**config.mk**
```make
export PLATFORM = sky130hd
export DESIGN_NAME = branch_predictor
export DESIGN_NICKNAME = d
export VERILOG_FILES = /design/src/rtl/bp_pkg.sv /design/src/rtl/bp_sat_ctr_array.sv /design/src/rtl/branch_predictor.sv
export SDC_FILE = /design/constraint.sdc
export NUM_CORES = 2
export LEC_CHECK = 0
export BUFFER_PORTS_ARGS = -buffer_cell sky130_fd_sc_hd__buf_2
export CORE_MARGIN = 8
export CORE_UTILIZATION = 44
export CTS_CLUSTER_DIAMETER = 30
export CTS_CLUSTER_SIZE = 16
export DETAILED_ROUTE_END_ITERATION = 8
export SYNTH_ARGS = -nofsm -noshare
export SYNTH_HDL_FRONTEND = slang
export SYNTH_SLANG_ARGS = --single-unit
```
**constraint.sdc**
```tcl
create_clock -name clk -period 17.8 [get_ports clk]
set_input_delay 4.45 -clock clk [delete_from_list [all_inputs] [get_ports clk]]
set_output_delay 4.45 -clock clk [all_outputs]
set_load 0.01 [all_outputs]
```
**src/rtl/bp_pkg.sv**
```systemverilog
// bp_pkg: shared types and saturating-counter helpers for the branch predictor.
//   bp_mode_e : PHT indexing scheme (BIMODAL, GSHARE)
//   ctr_init  : weakly-not-taken reset value for a counter of 'bits' width
//   ctr_next  : saturating +1 (taken) / -1 (not taken) for a counter of 'bits' width
// Counters are carried in a CTR_MAX_W-bit container so one function serves every
// legal CTR_BITS (1..4); callers zero-extend on entry and truncate on return.
package bp_pkg;

   typedef enum logic {
      BIMODAL = 1'b0,
      GSHARE  = 1'b1
   } bp_mode_e;

   localparam int CTR_MAX_W = 4;

   function automatic logic [CTR_MAX_W-1:0] ctr_init(input int bits);
      return CTR_MAX_W'((1 << (bits - 1)) - 1);
   endfunction

   function automatic logic [CTR_MAX_W-1:0] ctr_next(input logic [CTR_MAX_W-1:0] ctr,
                                                     input logic                 taken,
                                                     input int                   bits);
      logic [CTR_MAX_W-1:0] ctr_max;
      ctr_max = CTR_MAX_W'((1 << bits) - 1);
      if (taken) begin
         return (ctr == ctr_max) ? ctr : ctr + 1'b1;
      end
      return (ctr == '0) ? ctr : ctr - 1'b1;
   endfunction

endpackage

```
**src/rtl/bp_sat_ctr_array.sv**
```systemverilog
// bp_sat_ctr_array: pattern history table of ENTRIES saturating counters.
// Ports:
//   clk, rst_n        : clock, asynchronous active-low reset (all counters -> weakly not taken)
//   rd_idx / rd_ctr   : combinational read port (returns pre-update contents)
//   wr_en, wr_idx     : single write port, applied at the rising edge
//   wr_taken          : direction of the saturating step (1 = +1, 0 = -1)
module bp_sat_ctr_array
   import bp_pkg::*;
#(
   parameter int ENTRIES  = 64,
   parameter int CTR_BITS = 2,
   parameter int IDX      = $clog2(ENTRIES)
)
(
   input  logic                clk,
   input  logic                rst_n,
   input  logic [IDX-1:0]      rd_idx,
   output logic [CTR_BITS-1:0] rd_ctr,
   input  logic                wr_en,
   input  logic [IDX-1:0]      wr_idx,
   input  logic                wr_taken
);

   logic [CTR_BITS-1:0] ctr_q [ENTRIES];
   logic [CTR_BITS-1:0] ctr_d [ENTRIES];

   always_comb begin
      ctr_d = ctr_q;
      if (wr_en) begin
         ctr_d[wr_idx] = CTR_BITS'(ctr_next(CTR_MAX_W'(ctr_q[wr_idx]), wr_taken, CTR_BITS));
      end
   end

   always_ff @(posedge clk or negedge rst_n) begin
      if (!rst_n) begin
         for (int i = 0; i < ENTRIES; i++) begin
            ctr_q[i] <= CTR_BITS'(ctr_init(CTR_BITS));
         end
      end else begin
         ctr_q <= ctr_d;
      end
   end

   assign rd_ctr = ctr_q[rd_idx];

endmodule

```
**src/rtl/branch_predictor.sv**
```systemverilog
// branch_predictor: BTB + PHT direction predictor for the RV32I fetch stage.
// Ports:
//   clk, rst_n                      : clock, asynchronous active-low reset
//   pc_f, lookup_en_f               : fetch PC and fetch-not-stalled qualifier
//   pred_taken_f/target_f/idx_f     : same-cycle prediction and the PHT index used
//   upd_*_e, pred_taken_e/target_e  : resolved branch/jump from EX with its carried prediction
//   flush_all                       : invalidate every BTB entry
//   mispredict_e, redirect_pc_e     : combinational redirect request and correct next PC
//   lookups, mispredicts            : free-running, wrapping performance counters
module branch_predictor
   import bp_pkg::*;
#(
   parameter int  XLEN      = 32,
   parameter int  ENTRIES   = 64,
   parameter int  CTR_BITS  = 2,
   parameter int  MODE      = 0,
   parameter int  HIST_BITS = 6,
   localparam int IDX       = $clog2(ENTRIES)
)
(
   input  logic            clk,
   input  logic            rst_n,
   input  logic [XLEN-1:0] pc_f,
   output logic            pred_taken_f,
   output logic [XLEN-1:0] pred_target_f,
   output logic [IDX-1:0]  pred_idx_f,
   input  logic            lookup_en_f,
   input  logic            upd_valid_e,
   input  logic [XLEN-1:0] upd_pc_e,
   input  logic            upd_jump_e,
   input  logic            upd_taken_e,
   input  logic [XLEN-1:0] upd_target_e,
   input  logic [IDX-1:0]  upd_idx_e,
   input  logic            pred_taken_e,
   input  logic [XLEN-1:0] pred_target_e,
   input  logic            flush_all,
   output logic            mispredict_e,
   output logic [XLEN-1:0] redirect_pc_e,
   output logic [31:0]     lookups,
   output logic [31:0]     mispredicts
);

   localparam int       TAG_W  = XLEN - IDX - 2;
   localparam bp_mode_e MODE_E = (MODE == 1) ? GSHARE : BIMODAL;

   typedef struct packed {
      logic             valid;
      logic [TAG_W-1:0] tag;
      logic [XLEN-1:0]  target;
      logic             jump;
   } btb_entry_t;

   // Valid bits carry the reset; tag/target/jump are plain storage that only
   // matters once the matching valid bit is set.
   logic [ENTRIES-1:0]  valid_q, valid_d;
   logic [TAG_W-1:0]    tag_q    [ENTRIES];
   logic [XLEN-1:0]     target_q [ENTRIES];
   logic [ENTRIES-1:0]  jump_q;
   logic [HIST_BITS-1:0] ghr_q, ghr_d;
   logic [31:0]         lookups_q, lookups_d;
   logic [31:0]         mispredicts_q, mispredicts_d;

   logic [IDX-1:0]      f_btb_idx;
   btb_entry_t          f_entry;
   logic                f_hit;
   logic [CTR_BITS-1:0] f_ctr;

   logic [IDX-1:0]      e_btb_idx;
   logic                e_branch;
   logic                btb_we;
   btb_entry_t          wr_entry_d;

   // ---------------- fetch-side lookup (combinational) ----------------
   assign f_btb_idx = pc_f[IDX+1:2];

   always_comb begin
      f_entry.valid  = valid_q[f_btb_idx];
      f_entry.tag    = tag_q[f_btb_idx];
      f_entry.target = target_q[f_btb_idx];
      f_entry.jump   = jump_q[f_btb_idx];
   end

   assign f_hit         = f_entry.valid && (f_entry.tag == pc_f[XLEN-1:IDX+2]);
   assign pred_idx_f    = (MODE_E == GSHARE) ? (f_btb_idx ^ IDX'(ghr_q)) : f_btb_idx;
   assign pred_taken_f  = f_hit & (f_entry.jump | f_ctr[CTR_BITS-1]);
   assign pred_target_f = pred_taken_f ? f_entry.target : pc_f + XLEN'(4);

   bp_sat_ctr_array #(
      .ENTRIES  (ENTRIES),
      .CTR_BITS (CTR_BITS),
      .IDX      (IDX)
   ) u_pht (
      .clk      (clk),
      .rst_n    (rst_n),
      .rd_idx   (pred_idx_f),
      .rd_ctr   (f_ctr),
      .wr_en    (e_branch),
      .wr_idx   (upd_idx_e),
      .wr_taken (upd_taken_e)
   );

   // ---------------- execute-side resolution (combinational) ----------------
   assign mispredict_e  = upd_valid_e & ((upd_taken_e != pred_taken_e) |
                                         (upd_taken_e & (upd_target_e != pred_target_e)));
   assign redirect_pc_e = upd_taken_e ? upd_target_e : upd_pc_e + XLEN'(4);

   assign e_btb_idx = upd_pc_e[IDX+1:2];
   assign e_branch  = upd_valid_e & ~upd_jump_e;
   // Only taken outcomes allocate; a concurrent flush drops the write.
   assign btb_we    = upd_valid_e & upd_taken_e & ~flush_all;

   always_comb begin
      wr_entry_d.valid  = 1'b1;
      wr_entry_d.tag    = upd_pc_e[XLEN-1:IDX+2];
      wr_entry_d.target = upd_target_e;
      wr_entry_d.jump   = upd_jump_e;

      valid_d = valid_q;
      if (btb_we) begin
         valid_d[e_btb_idx] = wr_entry_d.valid;
      end
      if (flush_all) begin
         valid_d = '0;
      end

      // History is shifted with resolved outcomes only, so it never needs repair.
      ghr_d = ghr_q;
      if ((MODE_E == GSHARE) && e_branch) begin
         ghr_d = HIST_BITS'({ghr_q, upd_taken_e});
      end

      lookups_d     = lookups_q + 32'(lookup_en_f);
      mispredicts_d = mispredicts_q + 32'(mispredict_e);
   end

   // ---------------- state update ----------------
   always_ff @(posedge clk or negedge rst_n) begin
      if (!rst_n) begin
         valid_q       <= '0;
         ghr_q         <= '0;
         lookups_q     <= '0;
         mispredicts_q <= '0;
      end else begin
         valid_q       <= valid_d;
         ghr_q         <= ghr_d;
         lookups_q     <= lookups_d;
         mispredicts_q <= mispredicts_d;
      end
   end

   always_ff @(posedge clk) begin
      if (btb_we) begin
         tag_q[e_btb_idx]    <= wr_entry_d.tag;
         target_q[e_btb_idx] <= wr_entry_d.target;
         jump_q[e_btb_idx]   <= wr_entry_d.jump;
      end
   end

   assign lookups     = lookups_q;
   assign mispredicts = mispredicts_q;

endmodule
```
Word-level counts from Yosys, hierarchy flattened

Memory sizes are Yosys's and may differ from the RTL's.
Index checks and enable logic that the tools add are counted.

Register bits: 320
Latch bits: 0
Memory bits (writable): 3,584
Memory bits (read-only): 0
Memories: 2

Memory list:

| name     | depth | width | read ports | clocked after Yosys merged registers in | write ports | line                   | source |
|---|---|---|---|---|---|---|---|
| target_q | 64    | 32    | 1          | 0                                       | 1           | branch_predictor.sv:57 | `logic [XLEN-1:0] target_q [ENTRIES];` |
| tag_q    | 64    | 24    | 1          | 0                                       | 1           | branch_predictor.sv:56 | `logic [TAG_W-1:0] tag_q [ENTRIES];` |

Add/subtract/negate cells: 6
Multiply operators: 0
Div/mod/pow operators: 0
$lt $le $gt $ge: 6
Eq/ne operators: 4
Shift operators: 0
Muxes and demuxes: 29
Bitwise operators: 13
Reduce and logical (&&, ||, !) cells: 5

Operator list:

| kind                    | count |
|---|---|
| $bwmux W128             | 1 |
| $mux W64                | 2 |
| $add A32 B1 Y32         | 2 |
| $add A32 B3 Y32 const B | 2 |
| $bwmux W64              | 1 |
| $mux W32                | 2 |
| $or A64 B64 Y64         | 1 |
| $ne A32 B32 Y1          | 1 |
| $bmux W2 S6             | 2 |
| $eq A24 B24 Y1          | 1 |
| $mux W2                 | 10 |
| $ge A7 B7 Y1 const B    | 2 |
| $lt A6 B7 Y1 const B    | 2 |
| $not A6 Y7              | 2 |
| $bmux W1 S6             | 2 |
| $demux W2 S6            | 1 |
| $lt A7 B1 Y1 const B    | 1 |
| $mux W1                 | 7 |
| $and A1 B1 Y1           | 6 |
| $demux W1 S6            | 1 |
| $ge A6 B1 Y1 const B    | 1 |
| $logic_and A1 B1 Y1     | 3 |
| $add A2 B1 Y2 const B   | 1 |
| $eq A2 B2 Y1 const B    | 1 |
| other kinds (6)         | 8 |

Logic depth before layout (Yosys ltp)

Depth after elaboration: 10
Depth in mapped cells: 16
Mapped depth without buffers: 14

Modules after synthesis

Synthesis repeated with hierarchy kept, for this count alone.

Cells, all modules: 7,121
Area, all modules: 154,521.9 sq um

Modules (own cells, without submodules):

| module           | instances | cells each | area an instance (sq um) | seq. area each (sq um) |
|---|---|---|---|---|
| branch_predictor | 1         | 6,476      | 147,008.5                | 112,748.1 |
| bp_sat_ctr_array | 1         | 645        | 7,513.5                  | 3,283.1 |

Worst setup path after synthesis

Ideal clock, no wire load.

Path kind: input to output
Start: input port pc_f[3]
End: output port pred_target_f[0]
Arrival: 7.722 ns
Data required time: 13.350 ns
Path slack: 5.628 ns
Stages on the path: 11
Path buffers: 7
Path through: buf_2 -> buf_4 -> buf_2 -> buf_2 -> buf_2 -> buf_1 -> buf_1 -> mux4_2 -> mux4_2 -> mux4_2 -> mux2_2

Cells in the longest elaborated chain, start to end: 7
Elaborated cells between the ends (all ways): 15
Classes of those cells: eq/ne: 1; mux: 8; bitwise: 3; reduce/logical: 1; memory: 2

RTL lines:

| element                                                                 | line                   | source |
|---|---|---|
| from (decl)                                                             | branch_predictor.sv:23 | `input logic [XLEN-1:0] pc_f,` |
| parallel branches: the longest is 6 deep, another holds $mem_v2 Z64 W24 | n/a                    |  |
| $mux W32 (*)                                                            | branch_predictor.sv:86 | `assign pred_target_f = pred_taken_f ? f_entry.target : pc_f + XLEN'(4);` |
| to (decl)                                                               | branch_predictor.sv:25 | `output logic [XLEN-1:0] pred_target_f,` |

Every way passes the cells marked *. The select of a mux whose other input is x is not followed.

Worst setup path in the final report

Start: input port pc_f[2]
End: output port pred_target_f[10]

The elaborated chain is that of the path after synthesis.

==> run summary <==
Outcome: finished clean
Final Max Tran Viols: 0
Detailed Place HPWL: 281,000 um
Width of the die: 606 um
CTS tree: yes
Ports: 278
Worst EP arrival: 10.44 ns
Synth Flop Type: edfxtp_1
Top-count cell post-synth: edfxtp_1
RSZ-0062 raised after global routing: no
Post-synthesis sequential area ratio: 75.7%
Critical Path Sink Type: output port
Post-Synth Adder-Cell Area: 0.0620%
Reg2reg end: u_pht.ctr_q[80]
Fin crit share: 83.7%
Clk root buf: clkbuf_16
Avg Cell Area, Syn: 21.7 um^2
CTS buffer count: 705
Synth async-reset ratio: 6.56%
Worst Setup Start Kind: input pin
Top cell by count, worst path: buf_4
CTS-repair resized insts: 0
CTS H-tree depth: 6
Final setup skew: 0.0286 ns
Wirelength, routed: 512,000 um
Mapped Nets: 7,210
Via count: 83,400
Die area: 367,000 um^2
Hold Buf Count CTS: 0
Top-area cell type share of the netlist area: 71.5%
Area Overhead vs Synth: 21.2%
Vias in the first global route: 83,200
Maximum fanout along the worst path: 108
Layout cells sized above 1: 36.2%
Final setup violation count: 0
Final core utilization: 53.6%
ANT nets after route: 0
Final instance area: 186,000 um^2
Post-CTS Setup Bufs: 0
Maximum VDD drop: 104 uV
Mapped cell area: 153,000 um^2
Clock tree sinks: 3,904
Mux cell area share after synthesis: 17.3%
DRT Pass-1 Iters: 5
Period minus WS final: 14.89 ns
Largest family of logic cells by synthesized area: multiplexers
WS Path Type: input pin to output port
Worst Hold End: lookups[31]
Slew HR: 2.06%
Setup TNS Final: 0 ns
Worst stage delay on the critical path: 0.68 ns
Slowest library cell on the worst path: nand4_4
GR Overflow Total: 0
Slew @ Worst Pin: 1.46 ns
Worst Min Path Start: lookups[31]
Yosys top cell by area: edfxtp_1
Synth top cells by count: edfxtp_1, mux4_2, dfrtp_1, nand2_1, nor2_1
Port Buffers: 277
Post-DP Area: 161,000 um^2
Maxcap violations: 0
Row count: 216
Leak: 61.5 nW
FF-to-FF Start: u_pht.ctr_q[46]
Post-synth EDFFs: 3,648
Clk buf depth: 4
Register bit total from synthesis: 3,904
Starting density of the core: 44.2%
XOR/XNOR Fraction of Synth Area: 0.966%
Power per cell area: 133 nW/um^2
Top area cells in the synthesized netlist: edfxtp_1, mux4_2, dfrtp_1
Synth unique cells: 79
Die height: 606 um
Clock Latency Late Sink: 1.03 ns
Reg2Reg Depth: 8
1st-iter DRT viols: 12,100
Clock slew seen by the registers of the worst setup and hold paths: 0.04 ns
Compound-cell area share of the yosys netlist: 2.22%
Hold Crit Depth: 1
Final RePlAce weighted congestion: 0.857
R2R Setup Slk: 14.81 ns
Synth warnings: 0
Final hold vios: 0
First-pass GRT wire length: 693,000 um
Core area: 346,000 um^2
WL/cell: 38.9 um
Post-Synthesis Cells: 7,062
Vias/cell: 6.35
Synth Area in Simple Gates: 2.22%
Required time of the critical path: 13.35 ns
CP cell instances: buf_12, buf_4, buf_4, mux4_2, o21ai_0, o22ai_1, or3_1, a211oi_1, xnor2_1, nor4_2, nand4_4, buf_4, mux2_4, buf_2
Layout Nets: 8,096
Worst hold path class: register to register
Overall routing resource usage: 27.3%
Fmax: 0.0672 GHz
Drt drc: 0
Initial antenna violation count: 31
Largest net degree at the start of global routing: 145
[state kept, by name, summed over array words and instances (netlist names)]
name,count
jump_q,64
lookups,32
mispredicts,32
tag_q,1536
target_q,2048
u_pht.ctr_q,128
valid_q,64
[placed cells by master (no fill, tap or decap), types with 63 or more instances in the layout]
cell,count
dfrtp_1,192
buf_4,274
nor2_1,119
dfstp_2,64
bufinv_16,87
nor2_4,65
mux4_2,1010
inv_6,76
clkbuf_16,715
xor2_1,69
clkinv_2,98
mux2i_1,129
edfxtp_1,3648
o22ai_1,92
clkinv_1,82
nand3_1,65
nand2_1,191
clkinvlp_4,82
o21ai_0,63
clkbuf_1,68
xnor2_1,100
mux2_2,156
inv_1,71
a22oi_1,99
buf_2,270
[worst max-delay path, delay by kind of cell]
kind | cells | cell delay, ns
xor gates and xnor gates | 1 | 0.28
and+or+nand+nor | 3 | 1.40
AOI/OAI and AO/OA | 3 | 0.57
muxes | 2 | 0.96
buffers and inverters | 5 | 2.50
[area by class of cell]
| class | count | area (um^2) |
|---|---|---|
| fill | 26400 | 161000 |
| sequential | 3904 | 116000 |
| multi-input combinational | 2694 | 35500 |
| clock buffer | 795 | 18300 |
| clock inverter | 515 | 6010 |
| tap | 4578 | 5730 |
| timing repair buffer | 566 | 3820 |
| inverter | 77 | 299 |
| antenna | 7 | 17.5 |
[routing by layer]
metal	GRT usage (%)	up-vias	wire length [um]
met3	6.10	1157	51000
met2	43.8	5329	244000
met5	0	-	133
met4	12.8	22	28100
met1	35.8	45100	188000
li1	-	31800	-
[cells by family after synthesis]
logic type | Yosys count
flip-flops | 3904
multiplexers | 1338
AND/OR/NAND/NOR | 693
AO/OA/AOI/OAI | 486
buffers and inverters | 464
XOR/XNOR | 169
adder cells (fa/ha/maj) | 8
[power breakdown]
part	switching, mW	internal, mW	leakage [nW]
Clock	4.78	8.74	11.7
Combinational	0.681	0.384	13.7
Sequential	0.0306	10.1	36.1
[metrics by stage]
step                      hold WS (ns)  power, mW  std cells  setup slack [ns]
final                            0.465       24.7      13100              2.91
after global routing             0.486       25.3      13100              2.63
after CTS                        0.467       24.8      13100              2.83
after detailed placement         0.460       11.4      11800              2.83
after global placement           0.457       11.4      11800              2.85
after floorplan                  0.497       10.9       7062              5.63
[how the worst max path moves through the flow]
stage / cells after the start / slack, ns / to / from
5_1_grt: 14 / 2.63 / pred_target_f[10] / pc_f[2]
2_1_floorplan: 11 / 5.63 / pred_target_f[0] / pc_f[3]
6_report: 14 / 2.91 / pred_target_f[10] / pc_f[2]
3_3_place_gp: 14 / 2.85 / pred_target_f[10] / pc_f[2]
4_1_cts: 14 / 2.83 / pred_target_f[10] / pc_f[2]
3_5_place_dp: 14 / 2.83 / pred_target_f[10] / pc_f[2]
Note: power is estimated with default switching activity, not from simulation.
